==> src/rtl/pipe_issue_sched.sv <==
// Purpose : round-robin issue scheduler with a RAW-hazard shift-register scoreboard
//           for a DEPTH-cycle ALU/writeback pipeline.
// Latency : 1 cycle from handshake (req_valid & req_ready) to iss_valid.
// Backpressure: req_ready is a combinational one-hot grant; a hazard-blocked or
//           unchosen requester holds its fields until it sees req_ready.
// Ports:
//   clk, rst_n                     clock, async active-low reset
//   req_valid/req_ready            per-requester handshake (NREQ bits)
//   req_rs1/rs2/rd/func/addr       packed per-requester instruction fields
//   iss_valid, iss_rs1..iss_addr   registered issued instruction
//   iss_src                        index of the issued requester
//   busy_mask                      registers pending in the scoreboard
//   stall_cnt                      saturating count of all-blocked cycles
module pipe_issue_sched #(
  parameter int NREQ  = 4,
  parameter int DEPTH = 3,
  parameter int SW    = 2
) (
  input  logic              clk,
  input  logic              rst_n,
  input  logic [NREQ-1:0]   req_valid,
  output logic [NREQ-1:0]   req_ready,
  input  logic [NREQ*4-1:0] req_rs1,
  input  logic [NREQ*4-1:0] req_rs2,
  input  logic [NREQ*4-1:0] req_rd,
  input  logic [NREQ*2-1:0] req_func,
  input  logic [NREQ*8-1:0] req_addr,
  output logic              iss_valid,
  output logic [3:0]        iss_rs1,
  output logic [3:0]        iss_rs2,
  output logic [3:0]        iss_rd,
  output logic [1:0]        iss_func,
  output logic [7:0]        iss_addr,
  output logic [SW-1:0]     iss_src,
  output logic [15:0]       busy_mask,
  output logic [15:0]       stall_cnt
);

  // Scoreboard: slot 0 receives this cycle's grant, slot DEPTH-1 retires next edge.
  logic [DEPTH-1:0] sb_v;
  logic [3:0]       sb_rd [DEPTH];

  logic [SW-1:0]    ptr;
  logic [NREQ-1:0]  elig;
  logic             grant_any;
  logic [SW-1:0]    grant_idx;
  logic [3:0]       g_rs1, g_rs2, g_rd;
  logic [1:0]       g_func;
  logic [7:0]       g_addr;

  always_comb begin
    busy_mask = '0;
    for (int k = 0; k < DEPTH; k++) begin
      if (sb_v[k]) busy_mask[sb_rd[k]] = 1'b1;
    end
  end

  // Only source operands are checked; WAW is harmless in an in-order pipe.
  always_comb begin
    for (int i = 0; i < NREQ; i++) begin
      elig[i] = req_valid[i] & ~busy_mask[req_rs1[4*i +: 4]] & ~busy_mask[req_rs2[4*i +: 4]];
    end
  end

  // First eligible requester at or after ptr, wrapping.
  always_comb begin
    int idx;
    idx       = 0;
    grant_any = 1'b0;
    grant_idx = '0;
    g_rs1     = '0;
    g_rs2     = '0;
    g_rd      = '0;
    g_func    = '0;
    g_addr    = '0;
    for (int off = 0; off < NREQ; off++) begin
      idx = int'(ptr) + off;
      if (idx >= NREQ) idx = idx - NREQ;
      if (!grant_any && elig[idx]) begin
        grant_any = 1'b1;
        grant_idx = SW'(idx);
        g_rs1     = req_rs1[4*idx +: 4];
        g_rs2     = req_rs2[4*idx +: 4];
        g_rd      = req_rd[4*idx +: 4];
        g_func    = req_func[2*idx +: 2];
        g_addr    = req_addr[8*idx +: 8];
      end
    end
  end

  // Gated by rst_n so no handshake can appear while reset is asserted.
  always_comb begin
    req_ready = '0;
    if (grant_any && rst_n) req_ready[grant_idx] = 1'b1;
  end

  always_ff @(posedge clk or negedge rst_n) begin
    if (!rst_n) begin
      sb_v      <= '0;
      for (int k = 0; k < DEPTH; k++) sb_rd[k] <= '0;
      ptr       <= '0;
      iss_valid <= 1'b0;
      iss_rs1   <= '0;
      iss_rs2   <= '0;
      iss_rd    <= '0;
      iss_func  <= '0;
      iss_addr  <= '0;
      iss_src   <= '0;
      stall_cnt <= '0;
    end else begin
      for (int k = 1; k < DEPTH; k++) begin
        sb_v[k]  <= sb_v[k-1];
        sb_rd[k] <= sb_rd[k-1];
      end
      sb_v[0]   <= grant_any;
      sb_rd[0]  <= g_rd;
      iss_valid <= grant_any;
      if (grant_any) begin
        iss_rs1  <= g_rs1;
        iss_rs2  <= g_rs2;
        iss_rd   <= g_rd;
        iss_func <= g_func;
        iss_addr <= g_addr;
        iss_src  <= grant_idx;
        ptr      <= (grant_idx == SW'(NREQ-1)) ? '0 : grant_idx + SW'(1);
      end
      // A valid request without any grant means every valid requester is hazard-blocked.
      if ((|req_valid) && !grant_any && (stall_cnt != 16'hFFFF))
        stall_cnt <= stall_cnt + 16'd1;
    end
  end

endmodule

==> config.mk <==
export PLATFORM = sky130hd
export DESIGN_NAME = pipe_issue_sched
export DESIGN_NICKNAME = d
export VERILOG_FILES = /design/src/rtl/pipe_issue_sched.sv
export SDC_FILE = /design/constraint.sdc
export NUM_CORES = 1
export LEC_CHECK = 0
export ABC_AREA = 1
export ABC_CLOCK_PERIOD_IN_PS = 10900
export CORE_MARGIN = 8
export CORE_UTILIZATION = 25
export CTS_CLUSTER_SIZE = 30
export DETAILED_ROUTE_END_ITERATION = 10
export PLACE_DENSITY = 0.44
export REMOVE_ABC_BUFFERS = 1
export SETUP_SLACK_MARGIN = 0.2
export SYNTH_ARGS = -nofsm -noshare
export SYNTH_HDL_FRONTEND = slang
export SYNTH_SLANG_ARGS = --single-unit
==> constraint.sdc <==
create_clock -name clk -period 10.9 [get_ports clk]
set_input_delay 2.725 -clock clk [delete_from_list [all_inputs] [get_ports clk]]
set_output_delay 2.725 -clock clk [all_outputs]
set_load 0.02 [all_outputs]
==> results of run 1 <==
-- metal layers --
layer  track usage, %  vias up  routed length (um)
met1            24.69     4293               15840
met2            31.07      320               15710
met3            3.918       64                2176
met5                0        -                  68
li1                 -     4716                   -
met4            6.254       10                 902
-- cells in the mapped netlist (9+ instances only) --
master,instances
nand2_1,376
nand3_1,225
o21ai_0,167
nor2_1,129
inv_1,117
clkbuf_1,58
dfrtp_1,57
a21oi_1,50
nand4_1,31
o211ai_1,23
buf_2,12
nor2_2,11
ha_1,10
nand3_2,9
o22ai_1,9
-- kinds of logic (layout without fill, tap and decap cells) --
group	count (synthesis)	in the layout	synth area share, %
and+or+nand+nor	799	799	46.98
buffers and inverters	206	307	10.88
xor gates and xnor gates	14	14	1.638
other	0	1	0
AOI/OAI and AO/OA	271	271	19.77
DFF	57	57	19.05
adders and majority gates	10	10	1.671
-- worst max-delay path, cell delays in order --
cell	delay (ns)
clkdlybuf4s50_1	0.74
clkinv_1	0.39
nand4_1	0.24
nand3_1	0.10
nand3_1	0.08
nand2_1	0.06
nand2_1	0.05
nand2_1	0.07
nand3_1	0.11
nand2_1	0.07
nand2_1	0.09
nand2_2	0.39
nor2_2	0.28
nand2_1	0.12
inv_2	0.07
nand2_1	0.04
nand2_1	0.08
inv_1	0.05
nand2_1	0.12
ha_1	0.16
inv_1	0.05
nor2_1	0.10
clkdlybuf4s50_1	0.61
-- final cells by class --
| type | instances | area [um2] | area share (%) |
|---|---|---|---|
| antenna | 1 | 2.502 | 0.02625 |
| clock buffer | 11 | 242.7 | 2.546 |
| clock inverter | 5 | 32.53 | 0.3413 |
| inverter | 126 | 473.0 | 4.961 |
| multi-input combinational | 1094 | 5245 | 55.02 |
| sequential | 57 | 1430 | 15.00 |
| tap | 390 | 488.0 | 5.119 |
| timing repair buffer | 165 | 1619 | 16.98 |
-- cell usage in the layout, fill, tap and decap left out, drive strengths merged, types with 2 or more instances in the layout --
| cell | Yosys | layout |
|---|---|---|
| a21boi | 5 | 5 |
| clkinv | 4 | 6 |
| ha | 10 | 10 |
| clkdlybuf4s50 | 0 | 153 |
| nand4 | 32 | 32 |
| nor3 | 6 | 6 |
| a211oi | 2 | 2 |
| a21oi | 50 | 50 |
| o22ai | 9 | 9 |
| and2 | 2 | 2 |
| nor2 | 143 | 143 |
| nand2 | 377 | 377 |
| clkinvlp | 0 | 3 |
| buf | 22 | 12 |
| o211ai | 23 | 23 |
| inv | 122 | 122 |
| xnor2 | 7 | 7 |
| clkbuf | 58 | 11 |
| xor2 | 7 | 7 |
| o21ai | 173 | 173 |
| dfrtp | 57 | 57 |
| nor4 | 3 | 3 |
| a22oi | 7 | 7 |
| nand3 | 234 | 234 |
-- flip-flops by register name, indices dropped and copies added (netlist names) --
register / cells
iss_addr: 8
iss_rs2: 4
iss_rd: 4
sb_rd: 12
sb_v: 3
iss_rs1: 4
iss_func: 2
stall_cnt: 16
iss_src: 2
ptr: 2
-- worst min path at each step --
stage | endpoint | slack [ns] | depth (start not counted)
6_report | sb_rd[6] | 0.47 | 0
2_1_floorplan | sb_rd[6] | 0.41 | 0
3_5_place_dp | sb_rd[6] | 0.46 | 0
5_1_grt | sb_rd[6] | 0.50 | 0
4_1_cts | sb_rd[6] | 0.48 | 0
3_3_place_gp | sb_rd[6] | 0.47 | 0
-- power groups by stage --
stage               registers, mW  logic (mW)  clock network (mW)
floorplan                   0.513        1.35                   0
global placement            0.451        2.25                   0
detailed placement          0.446        2.27                   0
CTS                         0.446        2.27               0.281
global route                0.462        2.54               0.286
finish                      0.444        2.25               0.273
==> out/metrics.csv, run 1 <==
stage,metric,value,unit
run_status,outcome,finished clean,
detailed_routing,drt_iter0_drc,699,
timing,fin_ws,1.332,ns
grt,grt_usage,19.03,%
floorplanning,core_area,29560,um2
floorplanning,start_util,25.32,%
worst_setup_path,regToRegEndpoint,stall_cnt[14],
logic_synthesis,synth.avg_cell_area,5.517,um2
power,p_int,1.207,mW
floorplanning,dieArea,35740,um2
logic_synthesis,synth_cell_types,37,
power,combPwrFrac,75.8,%
worst_hold_path,min_path_type,flip-flop to flip-flop,
run,maxCapViolCount,0,
final_layout,final_nets,1557,
worst_setup_path,critPathKind,primary input to output port,
grt,antenna_found_initial,7,
grt,grt_max_degree,119,
power,power.total,2.966,mW
power,p_switching,1.759,mW
clock_tree,numCtsBuffers,9,
clock_tree,clk_pin_slew,0.05,ns
detailed_routing,drcViolationCount,0,
placed_design,pre_cts_ws,1.336,ns
power,p_seq_share,15.0,%
clock_tree,clock_path_buffers,2,
floorplanning,die_x,189.0,um
power,ir_worst_vdd,0.0001372,V
clock_tree,holdBufCountCts,0,
clock_tree,clk-insertion-delay-late,0.34,ns
detailed_routing,finalWirelength,34700,um
logic_synthesis,synth_top_cell_by_area,dfrtp_1,
timing,clock_skew,0.01518,ns
logic_synthesis,synth_area_leaders,"dfrtp_1 (19%), nand2_1 (19%), nand3_1 (15%)",
logic_synthesis,syn_inst,1357,
final_layout,drive_above_1_share,4.321,%
timing,fmax,104.5,MHz
logic_synthesis,ys_warn_count,0,
final_layout,final_cells,1849,
grt,first_global_vias,9139,
floorplanning,num_rows,63,
placed_design,io_buffers,154,
logic_synthesis,synth_top_area_share,19.05,%
timing,post-route-period-util,87.78,%
final_layout,areaGrowthSynthToFinish,27.34,%
logic_synthesis,ys_seq_area_share,19.05,%
detailed_routing,route.detailed.vias_per_inst,5.085,
final_layout,n_fill_cell,3302,
worst_setup_path,start_kind,primary input,
timing,final.setup.tns,0,ns
detailed_routing,drt_pass1_iterations,5,
logic_synthesis,ys.flop_type,dfrtp_1,
logic_synthesis,synth_enable_flop_cells,0,
floorplanning,pin_count,155,
worst_setup_path,crit_path_end_kind,output port,
clock_tree,cts_root_buffer,clkbuf_16,
timing,min_period,9.568,ns
clock_tree,cts_tree,yes,
timing,slew_headroom,34.73,%
placed_design,place_inst,1832,
power,pwr-share-clk,9.2,%
placed_design,gp_congestion,0.8815,
worst_setup_path,worstPathMaxFanout,25,
final_layout,design_area,9533,um2
detailed_routing,antenna_left,0,
worst_setup_path,timing.rr.start,sb_v[0],
power,p_per_area,311.1,nW/um2
timing,fin_hold_ws,0.4740,ns
timing,rsz0062_at_grt,false,
worst_hold_path,holdCritStartpoint,sb_rd[10],
worst_setup_path,crit_path_end,req_ready[3],
power,leakagePower,4.407,nW
logic_synthesis,syn_area,7486,um2
grt,grt_pass1_wl,53700,um
worst_setup_path,rr_worst_depth,21,
worst_setup_path,r2r_slack,6.62,ns
final_layout,fin_util,32.25,%
timing,worst_pin_slew,0.9766,ns
worst_setup_path,cp.required,8.18,ns
detailed_routing,vias,9403,
clock_tree,cts-resized-gates,0,
clock_tree,cts.sink_count,57,
placed_design,placed_area,9255,um2
power,switching_share,59.30,%
clock_tree,htreeDepth,3,
placed_design,dp_hpwl,24920,um
clock_tree,cts_setup_buffers,0,
floorplanning,dieHeight,189.0,um
worst_setup_path,cp_data_arrival_time,6.84,ns
worst_setup_path,startpoint,req_rs1[4],
grt,overflow,0,
logic_synthesis,ys_async_sr_fraction,100.0,%
timing,setup_viol,0,
timing,drv_slew,0,
logic_synthesis,synth-seq-cells,57,
timing,final_hold_viol_count,0,
detailed_routing,wl_per_cell,18.77,um
(Power assumes the default switching activity.)
==> inputs of run 2 (changes only) <==
- MAX_ROUTING_LAYER: default -> met4
==> run 2 against run 1 <==
  * Register-to-register slack worse by 0.05 ns
  * First-iteration DRC count is 4.4% lower
  * Design area rose by 0.13%
  * Critical path depth unchanged
  * Largest power group unchanged
  * Highest routed layer is now met4
==> out/metrics.csv, run 2 (synthesis gave the netlist of run 1 again) <==
stage,metric,value,unit,change
run_status,outcome,finished clean,,unchanged
timing,fmax,104.4,MHz,was 104.5 MHz
worst_setup_path,crit_path_end_kind,output port,,unchanged
timing,final.setup.tns,0,ns,unchanged
final_layout,final_common_cell,nand2_1,,unchanged
worst_setup_path,timing.rr.start,sb_v[0],,unchanged
timing,worst_pin_slew,0.9655,ns,was 0.9766 ns
clock_tree,cts_setup_buffers,0,,unchanged
floorplanning,die_x,189.0,um,unchanged
power,leakagePower,4.407,nW,about the same
placed_design,pre_cts_ws,1.336,ns,unchanged
grt,grt_usage,19.58,%,was 19.03%
grt,grt_pass1_wl,53630,um,was 53700 um
placed_design,gp_congestion,0.8961,,was 0.8815
clock_tree,clk-insertion-delay-late,0.35,ns,was 0.34 ns
worst_setup_path,max_stage_delay,0.74,ns,about the same
clock_tree,htreeDepth,3,,unchanged
detailed_routing,drt_pass1_iterations,5,,unchanged
floorplanning,start_util,25.32,%,unchanged
clock_tree,clock_path_buffers,2,,unchanged
worst_setup_path,worstPathMaxFanout,25,,unchanged
detailed_routing,antenna_left,0,,unchanged
floorplanning,dieHeight,189.0,um,unchanged
timing,final_hold_viol_count,0,,unchanged
detailed_routing,drcViolationCount,0,,unchanged
worst_setup_path,start_kind,primary input,,unchanged
worst_hold_path,min_path_type,flip-flop to flip-flop,,unchanged
detailed_routing,drt_iter0_drc,668,,was 699
worst_setup_path,cp.required,8.18,ns,about the same
final_layout,final_cell_mix,"nand2_1 (376), nand3_1 (225), o21ai_0 (167)",,unchanged
grt,overflow,0,,unchanged
placed_design,dp_hpwl,24920,um,unchanged
worst_setup_path,path_buf_inv,6,,unchanged
final_layout,regMostFlops,stall_cnt,,unchanged
clock_tree,clk_pin_slew,0.05,ns,about the same
grt,first_global_vias,9148,,was 9139
timing,rsz0062_at_grt,false,,unchanged
clock_tree,numCtsBuffers,9,,unchanged
worst_setup_path,crit_path_end,req_ready[3],,unchanged
timing,slew_headroom,35.48,%,was 34.73%
clock_tree,cts.sink_count,57,,unchanged
power,ir_worst_vdd,0.0001369,V,was 0.0001372 V
final_layout,top_regs,"stall_cnt (16), sb_rd (12), iss_addr (8)",,unchanged
worst_setup_path,critPathKind,primary input to output port,,unchanged
timing,min_period,9.579,ns,was 9.568 ns
clock_tree,cts-resized-gates,0,,unchanged
worst_setup_path,crit_family,simple AND/OR/NAND/NOR gates,,unchanged
power,p_per_area,310.5,nW/um2,was 311.1 nW/um2
timing,fin_ws,1.321,ns,was 1.332 ns
worst_setup_path,cp_slowest_cell,clkdlybuf4s50_1,,unchanged
clock_tree,cts_tree,yes,,unchanged
detailed_routing,vias,9421,,was 9403
timing,post-route-period-util,87.88,%,was 87.78%
detailed_routing,route.detailed.vias_per_inst,5.081,,was 5.085
worst_setup_path,regToRegEndpoint,stall_cnt[14],,unchanged
final_layout,final_nets,1557,,unchanged
clock_tree,cts_root_buffer,clkbuf_16,,unchanged
grt,grt_max_degree,119,,unchanged
placed_design,io_buffers,154,,unchanged
worst_setup_path,startpoint,req_rs1[4],,unchanged
floorplanning,pin_count,155,,unchanged
timing,drv_slew,0,,unchanged
floorplanning,num_rows,63,,unchanged
worst_setup_path,crit_chain,"clkdlybuf4s50_1, clkinv_1, nand4_1, nand3_1, nand3_1, nand2_1, nand2_1, nand2_1, nand3_1, nand2_1, nand2_1, nand2_2, nor2_2, nand2_1, inv_2, nand2_1, nand2_1, inv_1, nand2_1, ha_1, inv_1, nor2_1, clkdlybuf4s50_1",,unchanged
floorplanning,core_area,29560,um2,unchanged
final_layout,largest_reg_flops,16,,unchanged
worst_setup_path,rr_worst_depth,17,,was 21
timing,clock_skew,0.01557,ns,was 0.01518 ns
clock_tree,holdBufCountCts,0,,unchanged
final_layout,drive_above_1_share,4.321,%,unchanged
detailed_routing,finalWirelength,34650,um,was 34700 um
floorplanning,dieArea,35740,um2,unchanged
run,maxCapViolCount,0,,unchanged
grt,antenna_found_initial,7,,unchanged
worst_setup_path,cp_common_cell,nand2_1,,unchanged
worst_setup_path,cp.depth,23,,unchanged
final_layout,fin_util,32.29,%,was 32.25%
worst_setup_path,r2r_slack,6.57,ns,was 6.62 ns
final_layout,areaGrowthSynthToFinish,27.51,%,was 27.34%
worst_setup_path,cp_data_arrival_time,6.85,ns,was 6.84 ns
timing,setup_viol,0,,unchanged
detailed_routing,wl_per_cell,18.69,um,was 18.77 um
==> run 2: cell count changes in the layout (fill, tap and decap cells not counted) <==
| cell | previous run | this run |
|---|---|---|
| diode_2 | 1 | 6 |
==> run 2: where the power goes <==
part           switching, mW  leakage [nW]  internal [mW]
registers              0.134         0.713          0.310
logic                   1.51          3.57          0.737
clock network          0.114         0.128          0.159
==> run 2: area by class of cell <==
class | instances | area (um2)
Tap cell | 390 | 488.0
Multi-Input combinational cell | 1094 | 5245
Antenna cell | 6 | 15.01
Inverter | 126 | 473.0
Clock buffer | 11 | 242.7
Timing Repair Buffer | 165 | 1619
Fill cell | 3302 | 20010
Clock inverter | 5 | 32.53
Sequential cell | 57 | 1430
==> run 2: how the worst min path moves through the flow <==
stage | startpoint | cells after the start | slack [ns] | endpoint
6_report | sb_rd[10] | 0 | 0.47 | sb_rd[6]
5_1_grt | sb_rd[10] | 0 | 0.50 | sb_rd[6]
4_1_cts | sb_rd[10] | 0 | 0.48 | sb_rd[6]
2_1_floorplan | sb_rd[10] | 0 | 0.41 | sb_rd[6]
3_3_place_gp | sb_rd[10] | 0 | 0.47 | sb_rd[6]
3_5_place_dp | sb_rd[10] | 0 | 0.46 | sb_rd[6]
==> run 2: worst reg2reg max path, cell delays in order (launching register included) <==
cell	delay (ns)
dfrtp_1	0.72
nand3_1	0.61
nand3_1	0.26
nand3_1	0.10
nand3_1	0.10
nand2_1	0.06
nand2_1	0.05
nand2_1	0.10
nand3_1	0.12
nand2_1	0.08
nand2_1	0.10
nand2_2	0.39
inv_2	0.19
nand4_4	0.15
nor2_4	0.33
nand2_1	0.53
nand2_1	0.23
o21ai_2	0.07
==> run 2: through the flow <==
step | std cells | hold WS [ns] | power, mW | instance area (um2)
after floorplan | 1277 | 0.4138 | 1.859 | 7144
after global placement | 1832 | 0.4685 | 2.701 | 9255
after detailed placement | 1832 | 0.4618 | 2.712 | 9255
after CTS | 1848 | 0.4787 | 2.997 | 9530
after global routing | 1854 | 0.4971 | 3.288 | 9545
final | 1854 | 0.4739 | 2.964 | 9545
==> run 2: layer usage <==
metal	vias to the layer above	track usage [%]	wire, um
li1	4723	-	-
met1	4291	25.05	15830
met2	350	31.02	15720
met3	57	3.514	2240
met4	0	6.164	861
met5	-	-	0
